File: config.mk
export PLATFORM = sky130hd
export DESIGN_NAME = nbr_eval_ctrl
export DESIGN_NICKNAME = d
export VERILOG_FILES = /design/src/rtl/nbr_eval_ctrl.sv
export SDC_FILE = /design/constraint.sdc
export NUM_CORES = 1
export LEC_CHECK = 0
export ABC_CLOCK_PERIOD_IN_PS = 1830
export CAP_MARGIN = 30
export CORE_MARGIN = 4
export CORE_UTILIZATION = 41
export DETAILED_ROUTE_END_ITERATION = 6
export PLACE_DENSITY_LB_ADDON = 0.25
export SYNTH_ARGS = -nofsm -noshare
export SYNTH_HDL_FRONTEND = slang
export SYNTH_SLANG_ARGS = --single-unit
File: constraint.sdc
create_clock -name CLK -period 1.83 [get_ports CLK]
set_input_delay 0.183 -clock CLK [delete_from_list [all_inputs] [get_ports CLK]]
set_output_delay 0.183 -clock CLK [all_outputs]
set_load 0.05 [all_outputs]
File: src/rtl/nbr_eval_ctrl.sv
// Challenge/response initiator for the bistable-ring PUF macro.
// Runs NEVAL reset/settle/sample evaluations per challenge and majority-votes the samples.
module nbr_eval_ctrl #(
  parameter int unsigned CW         = 32,
  parameter int unsigned RST_CYC    = 16,
  parameter int unsigned SETTLE_CYC = 64,
  parameter int unsigned NEVAL      = 7,
  parameter int unsigned NW         = $clog2(NEVAL + 1)
) (
  input  logic          CLK,
  input  logic          RESET,
  input  logic          REQ_VALID,
  output logic          REQ_READY,
  input  logic [CW-1:0] REQ_CHAL,
  output logic          RSP_VALID,
  input  logic          RSP_READY,
  output logic          RSP_BIT,
  output logic [NW-1:0] RSP_ONES,
  output logic [CW-1:0] PUF_C,
  output logic          PUF_RESET,
  input  logic          PUF_OUT
);

  localparam int unsigned CMAX = (RST_CYC > SETTLE_CYC) ? RST_CYC : SETTLE_CYC;
  localparam int unsigned CNTW = $clog2(CMAX + 1);

  typedef enum logic [1:0] {StIdle, StArm, StSettle, StDone} state_e;

  state_e          state_q, state_d;
  logic [CNTW-1:0] cyc_q, cyc_d;
  logic [NW-1:0]   eval_q, eval_d;
  logic [NW-1:0]   ones_q, ones_d;
  logic [CW-1:0]   chal_q, chal_d;
  logic            bit_q, bit_d;
  logic [1:0]      sync_q;
  logic            puf_reset_q;

  always_comb begin
    state_d = state_q;
    cyc_d   = cyc_q;
    eval_d  = eval_q;
    ones_d  = ones_q;
    chal_d  = chal_q;
    bit_d   = bit_q;
    case (state_q)
      StIdle: begin
        if (REQ_VALID) begin
          chal_d  = REQ_CHAL;
          ones_d  = '0;
          eval_d  = '0;
          cyc_d   = '0;
          state_d = StArm;
        end
      end
      StArm: begin
        if (cyc_q == CNTW'(RST_CYC - 1)) begin
          cyc_d   = '0;
          state_d = StSettle;
        end else begin
          cyc_d = cyc_q + CNTW'(1);
        end
      end
      StSettle: begin
        if (cyc_q == CNTW'(SETTLE_CYC - 1)) begin
          cyc_d   = '0;
          // sync_q[1] holds PUF_OUT as it was two edges before this sample edge
          ones_d  = ones_q + NW'(sync_q[1]);
          eval_d  = eval_q + NW'(1);
          bit_d   = (ones_d > NW'(NEVAL / 2));
          state_d = (eval_q == NW'(NEVAL - 1)) ? StDone : StArm;
        end else begin
          cyc_d = cyc_q + CNTW'(1);
        end
      end
      StDone: begin
        if (RSP_READY) begin
          state_d = StIdle;
        end
      end
      default: state_d = StIdle;
    endcase
  end

  always_ff @(posedge CLK or posedge RESET) begin
    if (RESET) begin
      state_q     <= StIdle;
      cyc_q       <= '0;
      eval_q      <= '0;
      ones_q      <= '0;
      chal_q      <= '0;
      bit_q       <= 1'b0;
      sync_q      <= 2'b00;
      puf_reset_q <= 1'b1;
    end else begin
      state_q     <= state_d;
      cyc_q       <= cyc_d;
      eval_q      <= eval_d;
      ones_q      <= ones_d;
      chal_q      <= chal_d;
      bit_q       <= bit_d;
      sync_q      <= {sync_q[0], PUF_OUT};
      // Registered so the ring reset never glitches on state decode
      puf_reset_q <= (state_d != StSettle);
    end
  end

  assign REQ_READY = (state_q == StIdle);
  assign RSP_VALID = (state_q == StDone);
  assign RSP_BIT   = bit_q;
  assign RSP_ONES  = ones_q;
  assign PUF_C     = chal_q;
  assign PUF_RESET = puf_reset_q;

endmodule
==> results of run 1 <==
[stage by stage]
stage | area [um2] | util [%] | TNS (ns) | std cells | total power, mW
after global routing | 3410 | 61.5 | -0.00145 | 352 | 2.10
after detailed placement | 3290 | 59.4 | 0 | 345 | 1.27
after floorplan | 2360 | - | 0 | 193 | 1.17
after CTS | 3400 | 61.3 | 0 | 352 | 2.04
after global placement | 3290 | 59.4 | 0 | 345 | 1.26
final | 3410 | 61.5 | 0 | 352 | 2.02
[repair_timing]
action / CTS / global route
resized for setup: 0 / 5
endpoints found under the setup margin: 0 / 10
buffers inserted: 0 / 0
[registers in the layout (all words and copies together) (netlist names)]
register / cells
PUF_C: 32
PUF_RESET: 1
RSP_BIT: 1
RSP_ONES: 3
cyc_q: 7
eval_q: 3
state_q: 2
sync_q: 2
[how the worst min path moves through the flow]
| stage | depth (start not counted) | endpoint |
|---|---|---|
| after floorplan | 0 | sync_q[0]$_DFF_PP0_ |
| after global placement | 0 | sync_q[1]$_DFF_PP0_ |
| after detailed placement | 0 | sync_q[1]$_DFF_PP0_ |
| after CTS | 2 | PUF_C[21]$_DFFE_PP0P_ |
| after global routing | 2 | PUF_C[7]$_DFFE_PP0P_ |
| final | 2 | PUF_C[7]$_DFFE_PP0P_ |
[cells by family after synthesis]
group	Yosys count	share of synthesized area, %
compound gates	36	10.4
flops	51	54.4
xor+xnor	1	0.373
simple gates	48	11.2
buf+inv	14	2.50
mux	33	15.8
fa+ha+maj	10	5.32
[power breakdown]
part / internal (mW) / leakage [nW] / switching [mW]
Sequential: 1.13 / 0.656 / 0.000817
Combinational: 0.0754 / 0.846 / 0.0362
Clock: 0.400 / 0.0502 / 0.376
[layer usage]
layer | vias up | routed length [um]
met5 | - | 0
met4 | 0 | 114
met3 | 9 | 227
met2 | 45 | 2680
met1 | 871 | 2280
li1 | 879 | -
[placed cells by master, fill, tap and decap left out, types with 2 or more instances in the layout]
| cell | synthesis | routed |
|---|---|---|
| o221ai_1 | 2 | 2 |
| nand2b_1 | 4 | 4 |
| a22o_1 | 2 | 2 |
| buf_12 | 0 | 3 |
| a21oi_1 | 8 | 8 |
| inv_1 | 7 | 6 |
| nand4_1 | 4 | 4 |
| a31oi_1 | 2 | 2 |
| o21ai_0 | 9 | 8 |
| or3_1 | 2 | 2 |
| dfrtp_1 | 50 | 49 |
| clkdlybuf4s50_1 | 0 | 72 |
| mux2_2 | 32 | 32 |
| buf_4 | 0 | 12 |
| nand2_1 | 14 | 14 |
| a211o_1 | 2 | 2 |
| clkbuf_8 | 0 | 5 |
| o41ai_1 | 3 | 3 |
| nor2_1 | 3 | 2 |
| o311ai_0 | 2 | 2 |
| ha_1 | 10 | 8 |
| and2_1 | 3 | 3 |
| nor4_1 | 3 | 3 |
| nand3_1 | 8 | 8 |
[area by class of cell]
cell class                 instances  area, um2
fill                             459       2130
sequential                        51       1280
multi-input combinational        128       1030
timing repair buffer              87        871
tap                               72       90.1
clock buffer                       5       68.8
clock inverter                     2       37.5
inverter                           7       26.3
==> flow_metrics.tcl, run 1 <==
set metrics [dict create \
    yosysWarningCount 0 \
    critPathLaunch "RSP_ONES[2]$_DFFE_PP0P_" \
    wl_per_cell_um 15.1 \
    hpwl_um 4040 \
    ir_worst_vdd_uv 316 \
    r2r_end "cyc_q[3]$_DFFE_PP0P_" \
    synth_ff_type "dfrtp_1" \
    yosysMostFrequentCell "dfrtp_1" \
    synth_edf_count 0 \
    critPathCapture "RSP_ONES[2]" \
    async_reset_ff_share_pct 100 \
    r2r_start "state_q[1]$_DFF_PP0_" \
    ff2ff_path_depth 6 \
    crit_cells 1 \
    hold_viol 0 \
    numCtsBuffers 5 \
    power_leakage_nw 1.55 \
    max_freq_mhz 572 \
    required_ns 1.65 \
    min_period_ns 1.75 \
    fin_hold_ws_ns 0.178 \
    cts_hold_repair.buffers 0 \
    max_stage_delay_ns 0.83 \
    drc 0 \
    power_density_mw_per_mm2 592 \
    syn_area_per_cell_um2 12.2 \
    grt_first_pass_wirelength_um 8730 \
    cap_violations 0 \
    end_kind "output pin" \
    critPathLaunchType "flip-flop" \
    slew_violations 0 \
    synth_top_area_share_pct 53.2 \
    synth_top_area_cell "dfrtp_1" \
    num_io_pins 76 \
    ys_seq_area_share_pct 54.4 \
    ctsLongestPathBuffers 2 \
    gr-usage-met1_pct 18.8 \
    initial_core_util_pct 42.4 \
    die_area_mm2 0.00701 \
    crit_chain "clkdlybuf4s50_1" \
    fp.dieW_um 83.7 \
    rows 27 \
    io_buffers 75 \
    arrival_ns 1.56 \
    drtIter0Drc 43 \
    hp-class "primary input to asynchronous set/reset pin" \
    setup_ws_ns 0.0828 \
    preCtsSetupSlack_ns 0.0517 \
    h-tree-depth 2 \
    period_share_pct 95.5 \
    drtPass1Iterations 4 \
    synth_area_leaders "dfrtp_1, mux2_2, ha_1, nand2_1, o21ai_0" \
    status "finished clean" \
    grt_use_total_pct 15.4 \
    cp_slowest_cell "clkdlybuf4s50_1" \
    met2_usage_pct 26.2 \
    syn_to_final_growth_pct 44.9 \
    cts_tree "yes" \
    ant_nets 0 \
    nNetsFinal 327 \
    fp.dieH_um 83.7 \
    path_max_fanout 5 \
    synth-seq-cells 51 \
    slew_headroom_pct 64.9 \
    grt_max_degree 25 \
    gr-total-overflow 0 \
    synth_fp_nets 240 \
    rrSetupSlack_ns 0.11 \
    critical_path_buf_inv_count 1 \
    skew_ns 0.00651 \
    setup_viol 0 \
    antenna_found_initial 0 \
    critPathKind "flip-flop to output pin" \
    cts.sinks 51 \
    synth_common_cells "dfrtp_1, mux2_2, nand2_1" \
    first_global_vias 1780 \
    use_met3_pct 4.24 \
    synth_cell_types 37 \
    syn_inst 193 \
    top_usage_layer "met2" \
    worst_pin_slew_ns 0.525 \
    clkSlewWorstSetupHoldPaths_ns 0.09 \
    drive_gt1_share_pct 22.1 \
    diodes 0 \
    avgViaCountPerCell 5.13 \
    core_mm2 0.00554 \
    cp_top_family "buffers and inverters" \
    finalWirelength_um 5300 \
    netlist_area_mm2 0.00235 \
    root_buffer "clkbuf_8" \
    vias 1804 \
    clk_latency_ns 0.30 \
    gp_congestion 0.754 \
]
Power figures use the tool's default switching activity.
==> run 2: changes to the inputs <==
Settings changed: ABC_CLOCK_PERIOD_IN_PS 1830 to 1490.
Clock period 1.83 ns to 1.49 ns, I/O delays scaled along.
==> run 2 against run 1 <==
- first-iteration DRC count rose to 2.6 times the previous value
- critical path type is now flip-flop to flip-flop
- setup slack worse by 0.27 ns
- critical path depth is 5 higher
- the run now ends with setup timing left
- wire length up 22%
- combinational power increased by 33%
==> flow_metrics.tcl, run 2 (synthesis results as in run 1) <==
set metrics [dict create \
    status "finished, violations left" \
    violations "setup timing" \
    largest_reg_flops 32 \
    setup_viol 25 \
    h-tree-depth 2 \
    grt_use_total_pct 18.3 \
    hold_viol 0 \
    critPathLaunchType "flip-flop" \
    cp_top_family "compound AO/OA/AOI/OAI gates" \
    numCtsBuffers 5 \
    period_share_pct 113 \
    diodes 0 \
    die_area_mm2 0.00701 \
    max_freq_mhz 596 \
    antenna_found_initial 0 \
    fp.dieW_um 83.7 \
    finalWirelength_um 6460 \
    hpwl_um 4280 \
    gp_congestion 0.871 \
    core_mm2 0.00554 \
    p_total_mw 2.39 \
    setup_ws_ns -0.189 \
    grt_first_pass_wirelength_um 10300 \
    drc 0 \
    worst_pin_slew_ns 0.431 \
    rsz0062_at_grt "true" \
    gr-total-overflow 0 \
    cap_violations 0 \
    clkSlewWorstSetupHoldPaths_ns 0.10 \
    final_cells 388 \
    dp.cells 368 \
    power_density_mw_per_mm2 596 \
    num_io_pins 76 \
    critical_path_buf_inv_count 2 \
    cts.sinks 51 \
    wl_per_cell_um 16.7 \
    nNetsFinal 362 \
    cp_slowest_cell "dfrtp_1" \
    required_ns 1.73 \
    final_common_cell "buf_4" \
    cts_tree "yes" \
    max_stage_delay_ns 0.42 \
    rows 27 \
    ant_nets 0 \
    slew_violations 0 \
    multi_input_area_mm2 0.00135 \
    slew_headroom_pct 71.0 \
    root_buffer "clkbuf_8" \
    layout_common_cells "buf_4, dfrtp_1, clkdlybuf4s50_1" \
    min_period_ns 1.68 \
    io_buffers 75 \
    avgViaCountPerCell 5.23 \
    skew_ns 0.0116 \
    clk_latency_ns 0.31 \
    end_kind "flip-flop" \
    ir_worst_vdd_uv 391 \
    hp-class "primary input to asynchronous set/reset pin" \
    initial_core_util_pct 42.4 \
    arrival_ns 1.92 \
    path_max_fanout 5 \
    ctsLongestPathBuffers 2 \
    drtPass1Iterations 4 \
    vias 2028 \
    drive_gt1_share_pct 50.9 \
    grt_max_degree 19 \
    fp.dieH_um 83.7 \
    power_leakage_nw 1.90 \
    crit_chain "inv_2, ha_4, buf_6, or3_4, o32a_1, a311o_1" \
    critPathKind "flip-flop to flip-flop" \
    first_global_vias 2079 \
    layout.area.seq_mm2 0.00128 \
    fillers 378 \
    drtIter0Drc 110 \
    syn_to_final_growth_pct 70.6 \
]
## run 2: cell count changes in the layout (fill, tap and decap cells not counted), sizes merged
cell and delta:
buf +69, clkdlybuf4s50 -36, clkbuf +2, and2 +1, bufinv -1, clkinv +1
## run 2: where the power goes
group | switching [mW] | total [mW] | leakage (nW) | internal [mW]
clock | 0.472 | 0.852 | 0.0474 | 0.380
combinational | 0.0507 | 0.149 | 1.20 | 0.0984
sequential | 0.000854 | 1.39 | 0.658 | 1.39
## run 2: final timing paths
| kind | slack [ns] | startpoint | depth (start not counted) | to |
|---|---|---|---|---|
| max in group asynchronous | 0.87 | RESET | 3 | PUF_C[6]$_DFFE_PP0P_ |
| worst min register to register | 0.36 | sync_q[0]$_DFF_PP0_ | 0 | sync_q[1]$_DFF_PP0_ |
| min in group CLK | 0.30 | PUF_OUT | 1 | sync_q[0]$_DFF_PP0_ |
| worst max register to register | -0.19 | state_q[0]$_DFF_PP0_ | 6 | PUF_RESET$_DFF_PP1_ |
| worst min-delay path | 0.14 | RESET | 2 | state_q[0]$_DFF_PP0_ |
| worst max-delay path | -0.19 | state_q[0]$_DFF_PP0_ | 6 | PUF_RESET$_DFF_PP1_ |
## run 2: area by class of cell
| cell class | count | share of cell area [%] |
|---|---|---|
| Clock buffer | 6 | 2.06 |
| Clock inverter | 2 | 0.406 |
| Inverter | 7 | 0.656 |
| Multi-Input combinational cell | 129 | 33.7 |
| Sequential cell | 51 | 31.9 |
| Tap cell | 72 | 2.25 |
| Timing Repair Buffer | 121 | 28.9 |
## run 2: metal layers
metal | up-vias | share of wire, % | track usage (%)
met5 | - | 0 | 0
met1 | 1006 | 44 | 23.2
met4 | 0 | 1.3 | 6.58
met3 | 6 | 5.4 | 3.75
li1 | 955 | - | -
met2 | 61 | 49 | 30.8
## run 2: repair_timing
item / 4_1_cts / 5_1_grt
resized for setup: 34 / 19
hold buffers: 0 / 0
setup endpoints to repair: 48 / 49
pin swaps: 9 / 10
setup buffers: 8 / 2
gates cloned: 1 / 1
## run 2: stage by stage
stage                     area, um2  util, %  hold slack (ns)  TNS (ns)  setup WS, ns
after floorplan                2510        -            0.180     -5.16        -0.183
after global placement         3510     63.3            0.336     -7.99        -0.232
after detailed placement       3510     63.3            0.348     -9.53        -0.284
after CTS                      3900     70.3            0.150    -0.639        -0.162
after global routing           4010     72.3            0.194     -4.01        -0.232
final                          4010     72.3            0.144     -2.12        -0.189
==> run 3: changes to the inputs <==
Settings changed: CORE_UTILIZATION 41 to 38.
==> run 3 against run 2 <==
- the flow still finishes with violations (setup timing)
- largest power group unchanged
- wire length is essentially flat
- via count shrank 2.3%
- global-route usage down 1.6 points
- utilization is 3.2 points lower
- worst hold slack got worse by 0.046 ns
- largest cell class unchanged
- register-to-register slack about the same
- non-clock buffer count is the same
==> flow_metrics.tcl, run 3 (synthesis results as in run 1) <==
set metrics [dict create \
    status "finished, violations left" \
    violations "setup timing" \
    critPathLaunchType "flip-flop" \
    ctsLongestPathBuffers 2 \
    period_share_pct 112 \
    multi_input_area_mm2 0.00142 \
    power_density_mw_per_mm2 622 \
    largest_reg_flops 32 \
    drtIter0Drc 61 \
    finalWirelength_um 6460 \
    num_io_pins 76 \
    arrival_ns 1.92 \
    first_global_vias 1997 \
    cap_violations 0 \
    vias 1981 \
    layout_common_cells "buf_4, dfrtp_1, clkdlybuf4s50_1" \
    skew_ns 0.0109 \
    clkSlewWorstSetupHoldPaths_ns 0.10 \
    intPower_mw 2.03 \
    nNetsFinal 362 \
    antenna_found_initial 0 \
    clk_latency_ns 0.31 \
    cts_hold_repair.buffers 0 \
    diodes 0 \
    min_period_ns 1.67 \
    seqPwrFrac_pct 54.1 \
    hold_viol 0 \
    rsz0062_at_grt "true" \
    drive_gt1_share_pct 53.5 \
    cts.sinks 51 \
    root_buffer "clkbuf_8" \
    grt_use_total_pct 16.7 \
    avgViaCountPerCell 5.07 \
    layout.area.seq_mm2 0.00128 \
    slew_headroom_pct 71.2 \
    core_mm2 0.00596 \
    io_buffers 75 \
    p_total_mw 2.56 \
    gp_congestion 0.797 \
    final_cells 391 \
    power_leakage_nw 1.94 \
    path_max_fanout 5 \
    grt_first_pass_wirelength_um 9800 \
    clockPowerShare_pct 40.2 \
    grt_max_degree 40 \
    max_freq_mhz 597 \
    drc 0 \
    fillers 415 \
    ir_worst_vdd_uv 851 \
    p_sw_mw 0.528 \
    dp.cells 367 \
    preCtsSetupSlack_ns -0.285 \
    rows 28 \
    hp-class "primary input to asynchronous set/reset pin" \
    numCtsBuffers 5 \
    critPathKind "flip-flop to flip-flop" \
    initial_core_util_pct 39.5 \
    fp.dieW_um 86.6 \
    setup_viol 45 \
    ant_nets 0 \
    syn_to_final_growth_pct 75.2 \
    worst_pin_slew_ns 0.427 \
    final_common_cell "buf_4" \
    die_area_mm2 0.00751 \
    hpwl_um 4260 \
    end_kind "flip-flop" \
    fp.dieH_um 86.6 \
    switching_share_pct 20.6 \
    wl_per_cell_um 16.5 \
    required_ns 1.73 \
    gr-total-overflow 0 \
    slew_violations 0 \
    setup_ws_ns -0.185 \
    final_util_pct 69.1 \
    h-tree-depth 2 \
    drtPass1Iterations 4 \
    p_comb_share_pct 5.6 \
    cts_tree "yes" \
]
[run 3: worst max-delay path, cell delays in order, from the launching register on]
cell and delay [ns]:
dfrtp_1 0.43, inv_2 0.10, ha_4 0.18, buf_6 0.13, buf_4 0.11, nor4_2 0.04
o32a_1 0.36, a311o_1 0.27
[run 3: power by group through the flow]
| stage | sequential (mW) | clock [mW] | combinational [mW] |
|---|---|---|---|
| 4_1_cts | 1.39 | 1.05 | 0.147 |
| 3_3_place_gp | 1.41 | 0 | 0.142 |
| 5_1_grt | 1.39 | 1.11 | 0.158 |
| 6_report | 1.39 | 1.03 | 0.145 |
| 3_5_place_dp | 1.41 | 0 | 0.142 |
| 2_1_floorplan | 1.41 | 0 | 0.0281 |
[run 3: worst paths after layout]
kind / slack (ns) / to / cells past startpoint / from
max: -0.18 / PUF_RESET$_DFF_PP1_ / 7 / state_q[0]$_DFF_PP0_
min in group CLK: 0.30 / sync_q[0]$_DFF_PP0_ / 1 / PUF_OUT
min reg2reg: 0.39 / sync_q[1]$_DFF_PP0_ / 0 / sync_q[0]$_DFF_PP0_
min: 0.1 / RSP_ONES[0]$_DFFE_PP0P_ / 2 / RESET
max reg2reg: -0.18 / PUF_RESET$_DFF_PP1_ / 7 / state_q[0]$_DFF_PP0_
max in group asynchronous: 0.90 / cyc_q[3]$_DFFE_PP0P_ / 3 / RESET
[run 3: cell type report]
class                   instances  area share [%]
clock buffers                   6            2.01
clock inverters                 2           0.942
inverters                       7           0.638
multi-input cells             129            34.5
flip-flops and latches         51            31.1
well taps                      75            2.28
repair buffers                121            28.6
[run 3: layer usage]
metal / share of wire, % / track usage [%] / up-vias
met4: 2.4 / 4.53 / 0
met2: 48 / 26.1 / 61
met3: 5.7 / 4.09 / 13
met1: 44 / 23.0 / 959
met5: 0 / 0 / -
li1: - / - / 948
[run 3: metrics by stage]
stage / hold slack (ns) / TNS, ns / instance area [um2]
finish: 0.0981 / -2.86 / 4120
global route: 0.121 / -4.63 / 4120
CTS: 0.106 / -1.29 / 3840
detailed placement: 0.370 / -9.27 / 3480
global placement: 0.335 / -8.64 / 3480
floorplan: 0.180 / -5.16 / 2510
[run 3: repair_timing]
action / in CTS / in global routing
hold endpoints to repair: 0 / 0
cloned: 1 / 0
setup endpoints to repair: 48 / 43
pin swaps: 3 / 17
resized for setup: 26 / 42
buffers inserted: 10 / 7
